## src/rtl/step_pulse_gen.sv

```systemverilog
// Step pulse generator: walk/jog/run pulse trains (CLK_HZ>>5/6/7 cycle periods) or manual single steps.
// Optional STEP_GEN_LIMIT_EN adds a limit input that caps the pulses issued per start (0 = unlimited).
module step_pulse_gen #(
    parameter int unsigned CLK_HZ  = 100000000,
    parameter int unsigned PULSE_W = 4
) (
    input  logic        clk100MHz,
    input  logic        reset,
    input  logic        start,
    input  logic        stop,
    input  logic [1:0]  mode,
`ifdef STEP_GEN_LIMIT_EN
    input  logic [19:0] limit,
`endif
    output logic        step_pulse,
    output logic        busy,
    output logic [19:0] pulses_sent
);

    localparam int unsigned P_WALK = CLK_HZ >> 5;
    localparam int unsigned P_JOG  = CLK_HZ >> 6;
    localparam int unsigned P_RUN  = CLK_HZ >> 7;
    localparam int unsigned CNT_W  = $clog2(P_WALK + 1);

    // Phase counter counts down to zero, so each load is the phase length minus one.
    localparam logic [CNT_W-1:0] HI_LOAD = CNT_W'(PULSE_W - 1);
    localparam logic [CNT_W-1:0] LO_WALK = CNT_W'(P_WALK - PULSE_W - 1);
    localparam logic [CNT_W-1:0] LO_JOG  = CNT_W'(P_JOG - PULSE_W - 1);
    localparam logic [CNT_W-1:0] LO_RUN  = CNT_W'(P_RUN - PULSE_W - 1);

    // IDLE: waiting for start | HI: step pulse high | LO: low gap until next rise
    typedef enum logic [1:0] {IDLE, HI, LO} state_t;

    state_t           state_q;
    logic [CNT_W-1:0] cnt_q;
    logic [1:0]       mode_q;
    logic             step_q;
    logic             busy_q;
    logic [19:0]      pulses_sent_q;
    logic [19:0]      pulses_sent_d;
    logic [CNT_W-1:0] lo_load;
    logic             cnt_zero;
    logic             limit_hit;

`ifdef STEP_GEN_LIMIT_EN
    logic [19:0]      issued_q;

    assign limit_hit = (limit != 20'd0) && (issued_q == limit);
`else
    assign limit_hit = 1'b0;
`endif

    assign cnt_zero      = (cnt_q == '0);
    assign pulses_sent_d = (pulses_sent_q == 20'hFFFFF) ? pulses_sent_q : pulses_sent_q + 20'd1;

    always_comb begin
        lo_load = LO_RUN;
        case (mode_q)
            2'b00:   lo_load = LO_WALK;
            2'b01:   lo_load = LO_JOG;
            default: lo_load = LO_RUN;
        endcase
    end

    always_ff @(posedge clk100MHz) begin
        if (reset) begin
            state_q       <= IDLE;
            cnt_q         <= '0;
            mode_q        <= 2'b00;
            step_q        <= 1'b0;
            busy_q        <= 1'b0;
            pulses_sent_q <= '0;
`ifdef STEP_GEN_LIMIT_EN
            issued_q      <= '0;
`endif
        end else begin
            unique case (state_q)
                IDLE: begin
                    if (start && !stop) begin
                        state_q       <= HI;
                        cnt_q         <= HI_LOAD;
                        mode_q        <= mode;
                        step_q        <= 1'b1;
                        busy_q        <= 1'b1;
                        pulses_sent_q <= pulses_sent_d;
`ifdef STEP_GEN_LIMIT_EN
                        issued_q      <= 20'd1;
`endif
                    end
                end
                HI: begin
                    if (stop || (cnt_zero && (mode_q == 2'b11 || limit_hit))) begin
                        state_q <= IDLE;
                        cnt_q   <= '0;
                        step_q  <= 1'b0;
                        busy_q  <= 1'b0;
                    end else if (cnt_zero) begin
                        state_q <= LO;
                        cnt_q   <= lo_load;
                        step_q  <= 1'b0;
                    end else begin
                        cnt_q <= cnt_q - 1'b1;
                    end
                end
                LO: begin
                    if (stop) begin
                        state_q <= IDLE;
                        cnt_q   <= '0;
                        step_q  <= 1'b0;
                        busy_q  <= 1'b0;
                    end else if (cnt_zero) begin
                        state_q       <= HI;
                        cnt_q         <= HI_LOAD;
                        step_q        <= 1'b1;
                        pulses_sent_q <= pulses_sent_d;
`ifdef STEP_GEN_LIMIT_EN
                        issued_q      <= issued_q + 20'd1;
`endif
                    end else begin
                        cnt_q <= cnt_q - 1'b1;
                    end
                end
                default: begin
                    state_q <= IDLE;
                    cnt_q   <= '0;
                    step_q  <= 1'b0;
                    busy_q  <= 1'b0;
                end
            endcase
        end
    end

    assign step_pulse  = step_q;
    assign busy        = busy_q;
    assign pulses_sent = pulses_sent_q;

endmodule

```

## config.mk

```make
export PLATFORM = sky130hd
export DESIGN_NAME = step_pulse_gen
export DESIGN_NICKNAME = d
export VERILOG_FILES = /design/src/rtl/step_pulse_gen.sv
export SDC_FILE = /design/constraint.sdc
export NUM_CORES = 1
export LEC_CHECK = 0
export BUFFER_PORTS_ARGS = -buffer_cell sky130_fd_sc_hd__buf_2
export CELL_PAD_IN_SITES_DETAIL_PLACEMENT = 0
export CELL_PAD_IN_SITES_GLOBAL_PLACEMENT = 2
export CORE_MARGIN = 2
export CORE_UTILIZATION = 32
export CTS_BUF_LIST = sky130_fd_sc_hd__clkbuf_2
export DETAILED_ROUTE_END_ITERATION = 6
export PLACE_DENSITY_LB_ADDON = 0.1
export SYNTH_ARGS = -nofsm -noshare
export SYNTH_HDL_FRONTEND = slang
export SYNTH_SLANG_ARGS = --single-unit
export TNS_END_PERCENT = 30
```

## constraint.sdc

```tcl
create_clock -name clk100MHz -period 2.3 [get_ports clk100MHz]
set_input_delay 0.46 -clock clk100MHz [delete_from_list [all_inputs] [get_ports clk100MHz]]
set_output_delay 0.46 -clock clk100MHz [all_outputs]
set_load 0.05 [all_outputs]
```

==> results list, run 1 <==
- Number of flops mapped to enable cells by yosys: 0
* Ratio of cells with drive above 1 in the final layout: 0.236
- Average cell area after synthesis: 7.76 um2
- For this configuration, the core starts out at a cell density of 0.334.
* Reg2reg setup slack: 0.06 ns
* Wire length of the first global-routing pass: 12500 um
- Synthesis instantiated 48 different standard cells from the library.
- Die width: 94.3 um
- The critical path is of the reg2reg type.
* # hold bufs at CTS: 0
* Outcome: finished clean
* Switching share of power: 0.425
- Initial antenna violation count: 0
* Internal power: 1.68 mW
* Worst clock skew: 0.0317 ns
* Reported leakage power: 1.23 nW
- The biggest area contributor in the post-synthesis netlist is dfxtp_1.
- Clock Tree Root: clkbuf_2
- Max H-tree Level: 2
* Finished Core Util: 0.415
- Global routing finished with a remaining overflow of 0.
* GRT Overall Usage: 0.180
- Number of nets with antenna violations after detailed routing: 0
* Maximum ir drop on the vdd rail: 0.000290 V
- Std-Cell Core Area: 7810 um2
- Syn Std Cell Area: 2610 um2
* Pwr Density: 904 nW/um2
- Final period utilization: 0.973
* Number of DRC markers after the initial detailed-route iteration: 163
- First drt pass iteration count: 4
* Total Power: 2.93 mW
* Yosys Warn Count: 0
- STA classifies the critical path endpoint as a flop.
* Routed len/inst: 15.3 um
- In the final design database the tool counted 401 nets.
* Count of standard-cell rows: 32
- Worst-Skew Late Latency: 0.45 ns
* Transition time at the pin with the least slew margin: 0.812 ns
* Number of fillers in the final layout: 826
- Height of the die: 94.3 um
- The via count of the first global-routing pass was 2437.
- Synthesis inferred 48 register bits.
- Of the total power, combinational logic draws 0.489.
- In the synthesized netlist, the cells that appear most often are 48 x dfxtp_1, 41 x a21oi_1, 38 x nand2_1, 25 x o21ai_0, 21 x nor2_1.
* Final setup violation count: 0
* Clock tree from TritonCTS: built
* Class of the tightest hold or removal check: in2reg
- In the post-route analysis, the smallest setup slack over all paths is 0.0611 ns.
* Number of max-capacitance violations reported: 0
* Number of CTS-inserted buffers: 5
- The routed layout has 2743 vias.
- Top cells by area, synth: dfxtp_1 37%, a21oi_1 7.9%, nand2_1 5.5%
* Worst endpoint data arrival time: 2.63 ns
- Post-route DRC violation count: 0
- Setup TNS Final: 0 ns
* Most instantiated flip-flop cell in the synthesis netlist: dfxtp_1
- In this run the tightest slew margin relative to its limit is 0.459.
- Clk sinks: 48
* Data required time at the worst endpoint: 2.69 ns
* Maximum fanout encountered on the critical timing path: 14
- Of all flip-flops after synthesis, the portion carrying an async set or reset was 0.
* Max Clock Freq: 447 MHz
- Kind of launch point of the worst setup path: flop
- Cell count after synthesis: 336
- Sequential fraction of the synthesis area: 0.369
- Count of final max-slew check failures: 0
- Syn nets: 344
* Post-detailed-routing wire length: 7610 um
* Area grow syn2layout: 24.1%
- For this design the total switching power over the nets is 1.24 mW.
- Pin count of the biggest net entering global routing: 26
* Cell with the most instances after synthesis: dfxtp_1
- Clock transition at the registers of the reported paths: 0.28 ns
- On the final layout, the worst hold slack is 0.241 ns.
- For the finished layout, the period the worst path requires is 2.24 ns.
* Count of input and output buffers: 27
* Max Root-Sink Buffers: 2
- Per-cell via count in the routed design: 5.53
- Antenna cell count: 0
* Hold Fails Final Rpt: 0
- The share of synthesized area in the top cell type comes to 0.369.
- The die covers 8890 um2.
- Pin placement for this block handled 28 I/O pins.
* Global placer's final weighted congestion: 0.843
- Sum of net half-perimeters after detailed placement: 5560 um
* Minimum setup slack after placement: -0.00528 ns
- Reg power frac: 0.346
- RSZ-0062 raised after global routing: true
- The share of total power dissipated in the clock network is 0.165.
## power by group through the flow
stage,clock network (mW),registers [mW],logic (mW)
6_report,0.483,1.01,1.43
2_1_floorplan,0,1.03,0.773
3_3_place_gp,0,1.01,1.38
3_5_place_dp,0,1.01,1.38
4_1_cts,0.507,0.998,1.38
5_1_grt,0.539,1.03,1.57
## layout by cell type, fill, tap and decap left out, drive strengths merged, types with 8 or more instances in the layout
master | synthesis | layout
a21oi | 41 | 41
a31oi | 9 | 9
buf | 1 | 65
dfxtp | 48 | 48
inv | 9 | 9
nand2 | 39 | 39
nand3 | 18 | 18
nor2 | 21 | 21
nor3 | 14 | 14
nor4 | 8 | 8
o21ai | 29 | 29
or3 | 15 | 15
## flip-flops by register name, indices dropped and copies added, names as in the netlist
name,count
busy,1
cnt_q,22
mode_q,2
pulses_sent,20
state_q,2
step_pulse,1
## cell type report
class | count | area [um2] | area share
multi-input cells | 264 | 1620 | 0.499
flip-flops and latches | 48 | 965 | 0.298
repair buffers | 65 | 428 | 0.132
well taps | 102 | 128 | 0.0394
clock inverters | 3 | 42.5 | 0.0131
inverters | 9 | 33.8 | 0.0104
clock buffers | 5 | 25.0 | 0.00773
## final timing paths
check / depth (start not counted) / to / from
setup / recovery: 7 / pulses_sent[17] / cnt_q[21]
hold reg to reg: 2 / cnt_q[14] / cnt_q[14]
setup reg to reg: 7 / pulses_sent[17] / cnt_q[21]
hold / removal: 3 / mode_q[1] / mode[1]
## per-stage QoR
step | cell area (um2) | cells
6_report | 3240 | 496
4_1_cts | 3150 | 493
2_1_floorplan | 2610 | 336
5_1_grt | 3240 | 496
3_3_place_gp | 3080 | 485
3_5_place_dp | 3080 | 485
## cell families after synthesis
family | share of synthesized area
and+or+nand+nor | 0.308
AOI/OAI and AO/OA | 0.250
DFF | 0.369
buffers and inverters | 0.0350
muxes | 0.0192
xor gates and xnor gates | 0.0101
adders and majority gates | 0.00960
## worst max-delay path, stage by stage (launching register included)
cell and delay [ns]:
dfxtp_1 0.43, nor4_4 0.31, nand2_2 0.13, o41ai_4 0.37
nand4_2 0.17, buf_8 0.17, or4_1 0.46, a21oi_1 0.14
## per-layer routing
metal / global-route usage / vias up / wire length, um
met3: 0.0337 / 6 / 262
met4: 0.0411 / 0 / 70
met5: 0 / - / 0
met2: 0.272 / 57 / 3370
li1: - / 1377 / -
met1: 0.263 / 1303 / 3910
## repair_timing
| action | 4_1_cts | 5_1_grt |
|---|---|---|
| endpoints found under the setup margin | 9 | 21 |
| buffers inserted | 0 | 3 |
| gates resized for setup | 1 | 17 |
| pin swaps | 0 | 3 |
Power figures use the tool's default switching activity.
==> run 2, diff against run 1 <==
- CELL_PAD_IN_SITES_DETAIL_PLACEMENT: 0 -> 2
- TNS_END_PERCENT: 30 -> not set
==> run 2 against run 1 <==
Against the previous run: register-to-register slack barely moved; die area did not move; sequential share of layout area barely moved; via count rose by 2.7%; clock-buffer cell count did not move; setup slack improved by 0.00053 ns; largest power group unchanged.
==> results list, run 2 (synthesized netlist as in run 1, its figures left out) <==
* Max Root-Sink Buffers: 2
- CP max stage delay: 0.47 ns
- For this design, the CTS-stage hold fixing added 0 buffers.
* Pwr Density: 964 nW/um2
- Maximum ir drop on the vdd rail: 0.000346 V
- In the finished design, the share of the clock period the worst path needs comes to 0.973.
* GRT Overall Usage: 0.218
- The initial utilization of the core area, before any placement, comes to 0.334.
* Combined area of the multi-input logic cells: 1620 um2
* Worst path setup slack after routing: 0.0616 ns
* Sum of net half-perimeters after detailed placement: 6740 um
- Dividing the detail-routed wire length by the instance count gives 18.3 um.
- After floorplanning, the core was divided into 32 placement rows.
- Top-Level Pins: 28
- In this run the horizontal extent of the chip is 94.3 um.
- After detailed routing, the total wire length is 9010 um.
- For the worst setup path, the data arrival time is 2.64 ns.
- Leaving out filler cells and counting taps, the final layout contains 493.
- The max-slew violation count is 0.
- Counting flops per register, the top entry is cnt_q.
* Worst hold path stage count: 3
- The via count of the first global-routing pass came to 3000.
* Height of the die: 94.3 um
* Series of cell instances along the critical path: inv_1 > ha_1 > nor3b_4 > nand2_2 > o41ai_4 > nand4_2 > buf_6 > or4_1 > a21oi_1
* Minimum setup slack after placement: -0.0233 ns
- Hold Fails Final Rpt: 0
- In the routed design, unresolved DRC markers number 0.
- Setup repair after global routing could not meet its margin everywhere.
* Die Footprint: 8890 um2
- Using the TritonRoute via totals, the vias-per-cell ratio works out to 5.71.
- Transition time at the pin with the least slew margin: 0.557 ns
* Clk sinks: 48
* Cells after DPL: 485
- Instance count on the critical path: 9
- Crit Path Category: reg2reg
* Reported leakage power: 1.23 nW
* Most common cell after layout, fill and taps aside: dfxtp_1
- Maximum fanout encountered on the critical timing path: 18
* Number of nets with antenna violations after detailed routing: 0
- Derived from the worst setup path, the maximum achievable clock frequency is 447 MHz.
* Worst clock skew: 0.0204 ns
- Clock tree from TritonCTS: built
- Of the cells placed in the final design, the portion with a size suffix greater than 1 is 0.225.
- Max H-tree Level: 2
* Setup crit end kind: flop
* Clock Tree Root: clkbuf_2
* Setup TNS Final: 0 ns
* Min Clock Period, post-route: 2.24 ns
- Sum of buffers and inverters on the critical path: 2
* Number of DRC markers after the initial detailed-route iteration: 83
* CP delay by family, top: simple AND/OR/NAND/NOR gates
- Count of input and output buffers: 27
* Routed via count: 2817
* Most frequent cells in the layout: 45 x dfxtp_1, 40 x a21oi_1, 36 x nand2_1, 35 x buf_4, 27 x buf_2
- Tightest slew margin relative to the limit: 0.626
- Clock transition at the registers of the reported paths: 0.27 ns
- Max-cap violations in this run came to 0.
- The pre-antenna-repair detailed-routing pass consisted of 4 iterations.
* Kind of launch point of the worst setup path: flop
- Setup violations remaining at the end of the flow were counted as 0.
* Class of the tightest hold or removal check: in2reg
- Clock tree synthesis inserted a total of 5 buffers.
- Sequential cell area: 965 um2
- Number of fillers in the final layout: 938
- Entering global routing, the biggest net connects 26 pins.
- Area grow syn2layout: 24.2%
- The flow ran to the end, and the final reports show no timing, DRC or antenna violations.
- For this run the aggregate overflow at the end of global routing stands at 0.
* Wire length of the first global-routing pass: 15400 um
- The repair_antennas step left the layout with diodes totalling 0.
- The register with the most flip-flops in the layout has 22 of them.
- Std-Cell Core Area: 7810 um2
* Global placer's final weighted congestion: 0.843
- Slowest cell on the critical path: or4_1
* Data required time at the worst endpoint: 2.70 ns
* Placement-stage cell area: 3080 um2
- The number of antenna violations at the first check in global routing was 0.
- Summed area of non-filler cells in the final layout: 3240 um2
* Finished Core Util: 0.415
* Worst-Skew Late Latency: 0.46 ns
* Cells on worst reg2reg path: 9
- Net total in the final layout: 399
run 2: worst register-to-register path, delay by kind of cell, from the launching register on:
kind                     cells  cell delay (ns)
adder cells (fa/ha/maj)      1             0.19
buffers and inverters        2             0.23
AO/OA/AOI/OAI                2             0.42
flip-flops                   1             0.39
AND/OR/NAND/NOR              4             0.96
run 2: final cells by class:
cell class                 instances  share of cell area
clock inverter                     2              0.0185
sequential                        48               0.298
tap                              102              0.0394
multi-input combinational        264               0.500
inverter                           9              0.0104
clock buffer                       5             0.00772
timing repair buffer              63               0.126
run 2: what timing repair did:
action                     in CTS  in global routing
hold endpoints to repair        0                  0
setup endpoints to repair       8                 21
gates resized for setup         4                 12
setup buffers                   1                  0
pin swaps                       2                  0
run 2: power by group:
| part | internal, mW | switching, mW |
|---|---|---|
| Clock | 0.286 | 0.301 |
| Combinational | 0.604 | 0.915 |
| Sequential | 0.916 | 0.101 |
run 2: final timing paths:
| check | start | to | slack (ns) |
|---|---|---|---|
| max | cnt_q[0] | pulses_sent[17] | 0.06 |
| min | mode[1] | mode_q[1] | 0.23 |
| max reg2reg | cnt_q[0] | pulses_sent[17] | 0.06 |
| min reg2reg | cnt_q[17] | cnt_q[17] | 0.51 |
run 2: through the flow:
step	power, mW	hold slack [ns]
after global placement	2.39	0.453
after floorplan	1.81	0.432
after detailed placement	2.44	0.463
final	3.12	0.233
after CTS	3.08	0.228
after global routing	3.33	0.214
run 2: per-layer routing:
metal / vias up / GRT usage / part of all wire
met1: 1397 / 0.300 / 0.48
li1: 1369 / - / -
met3: 11 / 0.0257 / 0.027
met2: 40 / 0.369 / 0.49
met4: 0 / 0.0386 / 0.011
met5: - / 0 / 0
==> run 3, diff against run 2 <==
- ABC_AREA: not set -> 1
- CORE_UTILIZATION: 32 -> 29
- CTS_BUF_LIST: sky130_fd_sc_hd__clkbuf_2 -> not set
- MAX_ROUTING_LAYER: not set -> met4
==> run 3 against run 2 <==
Against the previous run: utilization shrank 7.4 points; cell count rose by 24%; sequential power is essentially flat; first-iteration DRC count decreased by 19%; clock-buffer cell count grew 3.
==> results list, run 3 <==
* Overflow after GRT: 0
- The number of antenna diodes in the final layout is 0.
* Initial antenna violation count: 0
- RSZ-0062 raised after global routing: false
- In the routed design, unresolved DRC markers number 0.
* Relative contribution of combinational cells to total power: 0.557
* Cell count after synthesis: 448
- For this block, the initial DRC count from the detailed router was 67.
- Sorting the synthesized cells by area gives the leading types as dfxtp_1 33%, nand2_1 17%, a21oi_1 7.6%.
- In this run, placement finished with an instance count of 605.
- Cell with the most instances after synthesis: nand2_1
- Count of input and output buffers: 27
* Net total in the final layout: 487
- Kind of launch point of the worst setup path: flop
* Post-detailed-routing wire length: 10100 um
- Worst-Skew Late Latency: 0.31 ns
* Max H-tree Level: 2
- Clock Tree Root: clkbuf_8
* Hold Fails Final Rpt: 0
- Buffers inserted to repair hold after CTS numbered 0.
* Count of placed standard cells in the final layout, fillers left out: 613
- The largest total area in the synthesized netlist belongs to dfxtp_1.
- The die covers 11000 um2.
- Top cell type's share of synthesized area: 0.326
* Syn Std Cell Area: 2950 um2
* Maximum ir drop on the vdd rail: 0.000275 V
- In this run the count of I/O pins placed on the die edge is 28.
* Syn nets: 456
- Ranked by instance count, the synthesized netlist is headed by 137 x nand2_1, 53 x nor2_1, 48 x dfxtp_1, 45 x a21oi_1, 38 x nand3_1.
* Transition time at the pin with the least slew margin: 0.553 ns
- The first global-routing pass estimated 17000 um of wire.
* Total Power: 3.54 mW
- The initial utilization of the core area, before any placement, comes to 0.300.
- Worst clock skew: 0.0101 ns
* Ratio of cells with drive above 1 in the final layout: 0.133
* Yosys Warn Count: 0
- The core region is 9820 um2.
* Routed via count: 3018
- Number of flops mapped to enable cells by yosys: 0
* Clock share of power: 0.154
- After clock tree synthesis, the clock-pin slew on the worst setup and hold paths is 0.09 ns.
- The tightest min-delay check is of the in2reg type.
- After detailed routing, the number of vias per cell comes to 4.92.
- TritonCTS built the clock tree.
- The number of clock buffers added by TritonCTS is 5.
- After synthesis, the mean cell area works out to 6.58 um2.
* Die width: 105 um
- Setup violations remaining at the end of the flow were counted as 0.
- Crit Path Category: reg2reg
* Post-cts sizing count: 0
* GRT Overall Usage: 0.201
- In this run the power density over the cells is 1060 nW/um2.
- Global placer's final weighted congestion: 0.870
- Max Root-Sink Buffers: 2
- Number of fillers in the final layout: 1277
* Most instantiated flip-flop cell in the synthesis netlist: dfxtp_1
- The wire-length estimate of the detail-placed layout is 7970 um.
- Static timing analysis puts the maximum clock frequency at 490 MHz.
- Buffers added to address setup during post-CTS repair amount to 0.
- The worst setup path is captured at a flop.
* First drt pass iteration count: 4
- Data required time at the worst endpoint: 2.52 ns
- Dividing the detail-routed wire length by the instance count gives 16.5 um.
- The synthesized netlist contains 33 unique library cells.
- Tightest slew margin relative to the limit: 0.630
- The run finished with clean final reports.
- STA puts the critical path data arrival time at 2.26 ns.
- The register with the most flip-flops in the layout has 22 of them.
- The library cell used most frequently in the layout, excluding fill and tap cells, is nand2_1.
- Of the total power, registers draw 0.289.
* Largest register by flop count: cnt_q
- In this run the worst path has a maximum fanout of 9.
- Min Clock Period, post-route: 2.04 ns
- The initialized floorplan defines 36 standard-cell rows.
- For this design the static power due to leakage is 1.42 nW.
- Entering global routing, the biggest net connects 29 pins.
- The internal power of the cells totals 1.82 mW.
* Share of flip-flops with an asynchronous set or reset: 0
- On the final layout, the worst hold slack is 0.429 ns.
- Most frequent cells in the layout: 137 x nand2_1, 52 x nor2_1, 48 x dfxtp_1, 45 x a21oi_1, 38 x nand3_1
- The via count of the first global-routing pass came to 3263.
* Switching share of power: 0.485
- The floorplan step set the die height to 105 um.
- For this design the total switching power over the nets is 1.72 mW.
- Final period utilization: 0.887
* Clk sinks: 48
- The count of nets left with antenna violations once routing finished came out at 0.
- Setup TNS Final: 0 ns
- In this run, synthesis produced a sequential element count of 48.
- Number of max-capacitance violations reported: 0
* Area grow syn2layout: 13.5%
- Sequential fraction of the synthesis area: 0.326
* Count of final max-slew check failures: 0
run 3: cell count changes after synthesis, sizes merged, moves of 8 or more:
| cell | change |
|---|---|
| o21ai | -16 |
| xnor2 | +11 |
| inv | +20 |
| nor4 | -8 |
| nand3 | +22 |
| or3 | -15 |
| nand2 | +101 |
| clkbuf | -8 |
| xor2 | +18 |
| nor3 | -9 |
| a31oi | -9 |
| nor2 | +42 |
run 3: cell type report:
cell class / count / area (um2) / share of cell area
clock buffer: 8 / 90.1 / 0.0269
multi-input combinational: 358 / 1800 / 0.538
sequential: 48 / 961 / 0.287
tap: 133 / 166 / 0.0497
inverter: 30 / 113 / 0.0336
timing repair buffer: 36 / 215 / 0.0643
run 3: power by group through the flow:
stage | clock (mW) | combinational (mW) | sequential (mW)
finish | 0.544 | 1.97 | 1.02
detailed placement | 0 | 2.00 | 1.05
global placement | 0 | 1.97 | 1.04
global route | 0.606 | 2.25 | 1.04
floorplan | 0 | 1.42 | 1.07
CTS | 0.588 | 2.01 | 1.03
run 3: kinds of logic after synthesis:
group                    after synthesis  share of synthesized area
flip-flops                            48                      0.326
AND/OR/NAND/NOR                      263                      0.396
XOR/XNOR                              32                     0.0950
adder cells (fa/ha/maj)                2                    0.00848
AO/OA/AOI/OAI                         61                      0.110
buffers and inverters                 42                     0.0641
run 3: final timing paths:
kind                            slack (ns)        end      start  depth (start not counted)
worst max-delay path                  0.26   cnt_q[6]   cnt_q[0]                         13
worst min-delay path                  0.43  mode_q[0]    mode[0]                          3
worst max register to register        0.26   cnt_q[6]   cnt_q[0]                         13
worst min register to register        0.47  cnt_q[21]  cnt_q[21]                          2
run 3: metrics by stage:
step	util	cell area [um2]	setup WS, ns
finish	0.341	3350	0.259
global route	0.341	3350	0.00137
CTS	0.341	3350	0.197
detailed placement	0.332	3260	0.218
global placement	0.332	3260	0.351
floorplan	-	2950	0.336
run 3: per-layer routing:
layer	share of wire	global-route usage
met1	0.43	0.222
met2	0.54	0.378
met3	0.017	0.0231
met4	0.016	0.0543
met5	0	-
run 3: critical path, cell delays in order (launching register included):
cell	delay [ns]
dfxtp_1	0.35
inv_1	0.08
ha_1	0.33
nand2_1	0.11
nor2_2	0.20
nand3_2	0.16
inv_2	0.18
o21ai_1	0.09
nand2_1	0.08
nand2_1	0.12
nand3_1	0.10
nand2_1	0.05
nand2_1	0.05
inv_1	0.04
